## src/rtl/bit_sparsity_pkg.sv

```systemverilog
// rtl/bit_sparsity_pkg.sv - shared widths, state enum and place type for the bit-serial scheduler
package bit_sparsity_pkg;

  localparam int DEFAULT_DATA_WIDTH  = 8;
  localparam int DEFAULT_PLACE_WIDTH = $clog2(DEFAULT_DATA_WIDTH);

  typedef enum logic {
    S_IDLE = 1'b0,
    S_RUN  = 1'b1
  } sched_state_e;

  typedef logic [DEFAULT_PLACE_WIDTH-1:0] place_t;

endpackage

```

## src/rtl/lane_msb_encoder.sv

```systemverilog
// rtl/lane_msb_encoder.sv - highest-set-bit place, nonzero and popcount<=1 flags for one lane residual
module lane_msb_encoder #(
  parameter  int DATA_WIDTH  = 8,
  localparam int PLACE_WIDTH = $clog2(DATA_WIDTH)
) (
  input  logic [DATA_WIDTH-1:0]  residual,
  output logic [PLACE_WIDTH-1:0] place,
  output logic                   nonzero,
  output logic                   single
);

  always_comb begin
    place = '0;
    for (int i = 0; i < DATA_WIDTH; i++) begin
      if (residual[i]) place = PLACE_WIDTH'(i);
    end
  end

  assign nonzero = |residual;
  // x & (x-1) strips the lowest set bit; zero result means at most one bit was set
  assign single  = ~|(residual & (residual - DATA_WIDTH'(1)));

endmodule

```

## src/rtl/bit_serial_lane_scheduler.sv

```systemverilog
// rtl/bit_serial_lane_scheduler.sv - group-synchronised MSB-first bit-serial lane sequencer
module bit_serial_lane_scheduler
  import bit_sparsity_pkg::*;
#(
  parameter  int NUM_LANES   = 4,
  parameter  int DATA_WIDTH  = DEFAULT_DATA_WIDTH,
  localparam int PLACE_WIDTH = $clog2(DATA_WIDTH)
) (
  input  logic                             CLK,
  input  logic                             RSTN,
  input  logic                             in_valid,
  output logic                             in_ready,
  input  logic [NUM_LANES*DATA_WIDTH-1:0]  in_values,
  output logic                             out_valid,
  input  logic                             out_ready,
  output logic [NUM_LANES*PLACE_WIDTH-1:0] out_places,
  output logic [NUM_LANES-1:0]             out_mask,
  output logic                             out_last,
  output logic [PLACE_WIDTH:0]             out_beat,
  output logic                             busy
);

  sched_state_e          state_q, state_d;
  logic [DATA_WIDTH-1:0] residual_q [NUM_LANES];
  logic [DATA_WIDTH-1:0] residual_d [NUM_LANES];
  logic [PLACE_WIDTH:0]  beat_q, beat_d;

  logic [PLACE_WIDTH-1:0] lane_place [NUM_LANES];
  logic [NUM_LANES-1:0]   lane_nonzero;
  logic [NUM_LANES-1:0]   lane_single;

  logic run, all_single, beat_acc, last_acc, load;

  for (genvar g = 0; g < NUM_LANES; g++) begin : g_lane
    lane_msb_encoder #(.DATA_WIDTH(DATA_WIDTH)) u_enc (
      .residual (residual_q[g]),
      .place    (lane_place[g]),
      .nonzero  (lane_nonzero[g]),
      .single   (lane_single[g])
    );
  end

  assign run        = (state_q == S_RUN);
  assign all_single = &lane_single;
  assign beat_acc   = run && out_ready;
  assign last_acc   = beat_acc && all_single;
  // A group may be taken on the final beat of the previous one, so there is no bubble
  assign in_ready   = RSTN && (!run || last_acc);
  assign load       = in_valid && in_ready;

  always_ff @(posedge CLK or negedge RSTN) begin
    if (!RSTN) state_q <= S_IDLE;
    else       state_q <= state_d;
  end

  always_comb begin
    state_d = state_q;
    case (state_q)
      S_IDLE:  if (load) state_d = S_RUN;
      S_RUN:   if (last_acc && !load) state_d = S_IDLE;
      default: state_d = S_IDLE;
    endcase
  end

  always_comb begin
    out_valid  = run;
    busy       = run;
    out_last   = run && all_single;
    out_mask   = run ? lane_nonzero : '0;
    out_beat   = beat_q;
    out_places = '0;
    for (int i = 0; i < NUM_LANES; i++) begin
      if (run) out_places[i*PLACE_WIDTH +: PLACE_WIDTH] = lane_place[i];
    end
  end

  always_comb begin
    logic [DATA_WIDTH-1:0] clr;
    beat_d = beat_q;
    clr    = '0;
    for (int i = 0; i < NUM_LANES; i++) residual_d[i] = residual_q[i];
    if (load) begin
      for (int i = 0; i < NUM_LANES; i++) residual_d[i] = in_values[i*DATA_WIDTH +: DATA_WIDTH];
      beat_d = '0;
    end else if (beat_acc) begin
      for (int i = 0; i < NUM_LANES; i++) begin
        clr                = '0;
        clr[lane_place[i]] = lane_nonzero[i];
        residual_d[i]      = residual_q[i] & ~clr;
      end
      // Clearing on the last beat keeps out_beat within 0..DATA_WIDTH-1 while idle
      beat_d = all_single ? '0 : beat_q + 1'b1;
    end
  end

  always_ff @(posedge CLK or negedge RSTN) begin
    if (!RSTN) begin
      for (int i = 0; i < NUM_LANES; i++) residual_q[i] <= '0;
      beat_q <= '0;
    end else begin
      for (int i = 0; i < NUM_LANES; i++) residual_q[i] <= residual_d[i];
      beat_q <= beat_d;
    end
  end

endmodule

```

## config.mk

```make
export PLATFORM = sky130hd
export DESIGN_NAME = bit_serial_lane_scheduler
export DESIGN_NICKNAME = d
export VERILOG_FILES = /design/src/rtl/bit_sparsity_pkg.sv /design/src/rtl/lane_msb_encoder.sv /design/src/rtl/bit_serial_lane_scheduler.sv
export SDC_FILE = /design/constraint.sdc
export NUM_CORES = 1
export LEC_CHECK = 0
export ABC_CLOCK_PERIOD_IN_PS = 7270
export BUFFER_PORTS_ARGS = -buffer_cell sky130_fd_sc_hd__buf_2
export CAP_MARGIN = 10
export CORE_MARGIN = 2
export CORE_UTILIZATION = 51
export CTS_CLUSTER_DIAMETER = 80
export DETAILED_ROUTE_END_ITERATION = 16
export PLACE_DENSITY = 0.77
export REMOVE_ABC_BUFFERS = 1
export SLEW_MARGIN = 20
export SYNTH_ARGS = -nofsm -noshare
export SYNTH_HDL_FRONTEND = slang
export SYNTH_SLANG_ARGS = --single-unit
```

## constraint.sdc

```tcl
create_clock -name CLK -period 7.27 [get_ports CLK]
set_input_delay 0.3635 -clock CLK [delete_from_list [all_inputs] [get_ports CLK]]
set_output_delay 0.3635 -clock CLK [all_outputs]
set_load 0.02 [all_outputs]
```

# --- Yosys cells after proc, flatten, opt, wreduce, memory -nomap -nowiden ---
# Index checks and enable logic that the tools add are counted.
word_totals:
  elab_cells: 112
  regBits: 37
  in_bits: 36
  output_inout_bits: 24
classes:
  n_mux: 49
  reduce_logical: 27
  n_lt_le_gt_ge: 8
  bitwise: 17
  add_sub_neg: 5
op_table:
  columns: ["cell", "count"]
  rows:
  - ["8-bit bitwise AND", 12]
  - ["32-bit two-way mux", 2]
  - ["8-bit OR reduction", 8]
  - ["3-bit two-way mux", 20]
  - ["8-bit NOT", 4]
  - ["8-bit by 1-bit subtractor with 8-bit output, second input constant", 4]
  - ["3-bit by 4-bit less-than comparator with 1-bit output, second input constant", 4]
  - ["2-bit two-way mux", 8]
  - ["4-bit two-way mux", 4]
  - ["1-bit demux with 3-bit select", 4]
  - ["3-bit by 1-bit >= comparator with 1-bit output, second input constant", 4]
  - ["1-bit logical AND", 10]
  - ["1-bit two-way mux", 10]
  - ["1-bit logical NOT", 6]
  - ["4-bit by 1-bit adder with 4-bit output, second input constant", 1]
  - ["4-bit AND reduction", 1]
  - ["1-bit case mux with 2 select lines", 1]
  - ["2-bit nonzero test", 1]
  - ["1-bit logical OR", 1]
  - ["1-bit NOT", 1]

# --- Longest topological paths before layout ---
logic_depth:
  ltp_word: 16
  mapped_depth: 9

# --- Cells and area by module ---
# A second synthesis with hierarchy kept.
hier_totals:
  hier_cells: 284
  hier_area_um2: 2590.0
by_module_without_submodules:
  columns: ["module", "area_per_inst_um2", "instances", "cells_each"]
  rows:
  - ["bit_serial_lane_scheduler", 2039.5, 1, 200]
  - ["lane_msb_encoder", 137.6, 4, 21]

# --- Least setup slack after synthesis ---
# No wires, ideal clock.
synth_timing:
  kind: "register -> register"
  startpoint: "reg residual_q[10] (netlist bit)"
  endpoint: "reg residual_q[0] (netlist bit)"
  required_ps: 7145
  slack_ps: 4748
  synth_period_minus_slack_ps: 2522
  path_stages_with_launch: 9
  setup_time_ps: 125
  t_arrival_ps: 2397
  cell_sequence: "dfrtp_1 > nor4_4 > nand3_2 > a2111oi_2 > and4b_1 > nand3_2 > a21oi_4 > buf_12 > mux2_4"
synth_via:
  elab_chain_cells: 10
synth_lines:
  columns: ["item", "line_no", "rtl"]
  rows:
  - ["start, declared", "bit_serial_lane_scheduler.sv:24", "logic [DATA_WIDTH-1:0] residual_q [NUM_LANES];"]
  - ["8-bit by 1-bit subtractor with 8-bit output", "lane_msb_encoder.sv:21", "assign single = ~|(residual & (residual - DATA_WIDTH'(1)));"]
  - ["8-bit bitwise AND *", "lane_msb_encoder.sv:21", null]
  - ["8-bit OR reduction *", "lane_msb_encoder.sv:21", null]
  - ["1-bit logical NOT *", "lane_msb_encoder.sv:21", null]
  - ["4-bit AND reduction *", "bit_serial_lane_scheduler.sv:44", "assign all_single = &lane_single;"]
  - ["1-bit logical AND *", "bit_serial_lane_scheduler.sv:46", "assign last_acc = beat_acc && all_single;"]
  - ["1-bit logical OR *", "bit_serial_lane_scheduler.sv:48", "assign in_ready = RSTN && (!run || last_acc);"]
  - ["1-bit logical AND *", "bit_serial_lane_scheduler.sv:48", null]
  - ["1-bit logical AND *", "bit_serial_lane_scheduler.sv:49", "assign load = in_valid && in_ready;"]
  - ["32-bit two-way mux or 2-bit nonzero test (tied branches)", null, null]
# Mark *: on every way between the ends. The rest lies on a longest branch, timed or not.
# A chain may end at the register's enable or synchronous reset.

# --- Final worst setup path ---
layout_timing:
  startpoint: "reg state_q, in the netlist busy"
  endpoint: "reg residual_q[8] (netlist bit)"
layout_via:
  elab_chain_cells: 6
layout_lines:
  columns: ["item", "line_no", "rtl"]
  rows:
  - ["start, declared", "bit_serial_lane_scheduler.sv:23", "sched_state_e state_q, state_d;"]
  - ["start signal, assigned", "bit_serial_lane_scheduler.sv:53", "else state_q <= state_d;"]
  - ["1-bit logical AND", "bit_serial_lane_scheduler.sv:45", "assign beat_acc = run && out_ready;"]
  - ["1-bit logical AND", "bit_serial_lane_scheduler.sv:46", null]
  - ["1-bit logical OR", "bit_serial_lane_scheduler.sv:48", null]
  - ["1-bit logical AND", "bit_serial_lane_scheduler.sv:48", null]
  - ["1-bit logical AND", "bit_serial_lane_scheduler.sv:49", null]
  - ["32-bit two-way mux or 2-bit nonzero test (tied branches)", null, null]
# Parallel ways exist; a longest one is shown, timed or not.

==> impl_metrics.ini <==
[status]
status = finished clean

[power_and_ir_drop]
p_leak_nw = 1.36
swShare = 0.514
power_frac_clock = 0.096
power.internal_uw = 720
p_sw_uw = 760
powerDensity_nw_per_um2 = 514
power_frac_seq = 0.293
share_comb_of_total_power = 0.611
ir_worst_vdd_mv = 0.242

[timing]
min_period_ns = 3.13
rsz0062_at_grt = false
drv_slew = 0
hold_violations = 0
slew_headroom = 0.559
finalWorstSetupSlack_ns = 4.14
period_share = 0.431
max_freq_mhz = 319
final-setup-viol-count = 0
setup-tns-final_ns = 0
worstMarginPinSlew_ns = 0.661
skew_ns = 0.00920
whs_ns = 0.111

[cts]
cts_tree = done
cts.path.max_buffers = 2
postCtsHoldBufs = 0
ctsHtreeMaxLevel = 2
clk_pin_slew_ns = 0.08
clk_latency_ns = 0.30
post_cts_buffers = 0
ctsResizeCount = 0
clock_sinks = 37
cts-root-buf = clkbuf_8
numCtsBuffers = 5

[layout]
fin_nets = 378
syn2layout_area_growth_pct = 16.3
antenna_cells = 0
final_cell_mix = buf_2 (59), dfrtp_1 (37), nor2_1 (36), a21oi_1 (24), nand2_1 (23)
design_area_sq_um = 2880
fill_cells = 433
drive_above_1_share = 0.275
final_common_cell = buf_2
seqCellArea_sq_um = 926
multi_input_area_sq_um = 1390

[setup_path]
path_max_fanout = 20
worstRegToRegCells = 5
rrSetupSlack_ns = 4.14
worst_r2r_startpoint = busy
r2r-end = residual_q[8]
end_kind = register
critical_path_class = reg -> reg
arrival_ns = 3.32
start_kind = register
required_ns = 7.46

[detailed_routing]
drcViolationCount = 0
wire_per_inst_microns = 15.3
drtIter0Drc = 137
ant_nets = 0
vias = 2326
wl_microns = 6040
drt_pass1_iterations = 4
viasPerCell = 5.87

[synthesis]
synth-async-reset-ratio = 1.00
yosysWarnings = 0
synth_area_sq_um = 2470
ys_types = 49
syn_avg_cell_area_sq_um = 8.65
synth_top_area_share = 0.374
syn-instance-count = 286
ys_ff_latch = 37
ys_seq_area_frac = 0.374
synth_edf_count = 0
synthFlopType = dfrtp_1
synth_top_area_cell = dfrtp_1
ys_top_cells_by_area = dfrtp_1 (37%), mux2_4 (5.5%), nor2_1 (5.5%), a21oi_1 (4.9%), mux2i_1 (4.4%)

[hold_path]
hp-class = in -> async

[global_routing]
antenna_found_initial = 0
overflow = 0
grt_pass1_wl_microns = 10100
grt_max_degree = 41
grt.total_usage = 0.240
grt_pass1_vias = 2218

[floorplan]
dieArea_sq_um = 5430
pin_count = 60
start_util = 0.527
die_h_microns = 73.7
rows = 25
core_sq_um = 4690
die_width_microns = 73.7

[placement]
place_area_sq_um = 2770
port_buffers = 59
dpl_worst_slack_ns = 4.04
gp_congestion = 0.963
dpl.hpwl_microns = 4370

[job]
drv_cap = 0
==> through the flow <==
stage	cells	total power [mW]	utilization
after floorplan	273	1.06	-
after global placement	387	1.31	0.590
after detailed placement	387	1.33	0.590
after CTS	395	1.47	0.607
after global routing	396	1.61	0.613
final	396	1.48	0.613
==> cells by family after synthesis <==
logic type / count (synthesis) / synth area share
simple gates: 101 / 0.201
compound gates: 83 / 0.218
flops: 37 / 0.374
buf+inv: 36 / 0.0662
mux: 28 / 0.135
fa+ha+maj: 1 / 0.00505
==> metal layers <==
metal,track usage,wire length [microns]
met2,0.379,2690
met4,0.0747,67
met1,0.328,2860
met5,0,0
met3,0.0535,419
==> critical path, cell delays in order (launching register included) <==
cell and delay (ns):
dfrtp_1 0.77, clkinv_1 0.72, nor2_1 0.70, nand2_1 0.21, o41a_1 0.35, mux2_2 0.26
==> layout make-up <==
cell class | count | share of cell area
clock buffer | 6 | 0.0252
clock inverter | 2 | 0.00348
inverter | 23 | 0.0300
multi-input combinational | 213 | 0.481
sequential | 37 | 0.322
tap | 54 | 0.0235
timing repair buffer | 61 | 0.115
==> worst max-delay path by stage <==
stage | start | endpoint | slack [ns] | depth (start not counted)
after floorplan | residual_q[10] | residual_q[10] | 4.42 | 7
after global placement | residual_q[10] | residual_q[10] | 4.15 | 7
after detailed placement | residual_q[10] | residual_q[19] | 4.04 | 7
after CTS | residual_q[10] | residual_q[19] | 4.01 | 7
after global routing | busy | residual_q[1] | 3.86 | 6
final | busy | residual_q[8] | 4.14 | 5
==> synthesized netlist by cell type (3+ instances only) <==
master	n
a21oi_1	24
nand3_1	3
a31oi_1	6
o31a_1	3
a21boi_0	7
o31ai_1	3
nor3_1	14
nor4_1	3
mux2i_1	11
mux2_2	8
inv_1	22
clkbuf_1	7
o21ai_0	20
dfrtp_1	37
or2_2	3
o41ai_1	5
nand2_1	23
mux2_4	9
and2_1	3
nor2_1	36
==> power groups by stage <==
| stage | sequential (mW) | combinational, mW | clock [mW] |
|---|---|---|---|
| floorplan | 0.413 | 0.652 | 0 |
| global placement | 0.429 | 0.879 | 0 |
| detailed placement | 0.430 | 0.896 | 0 |
| CTS | 0.429 | 0.899 | 0.144 |
| global route | 0.452 | 1.01 | 0.154 |
| finish | 0.434 | 0.904 | 0.142 |
==> registers in the layout, indices dropped and copies added (netlist names) <==
name	cells
residual_q	32
out_beat	4
busy	1
Power figures use the tool's default switching activity.
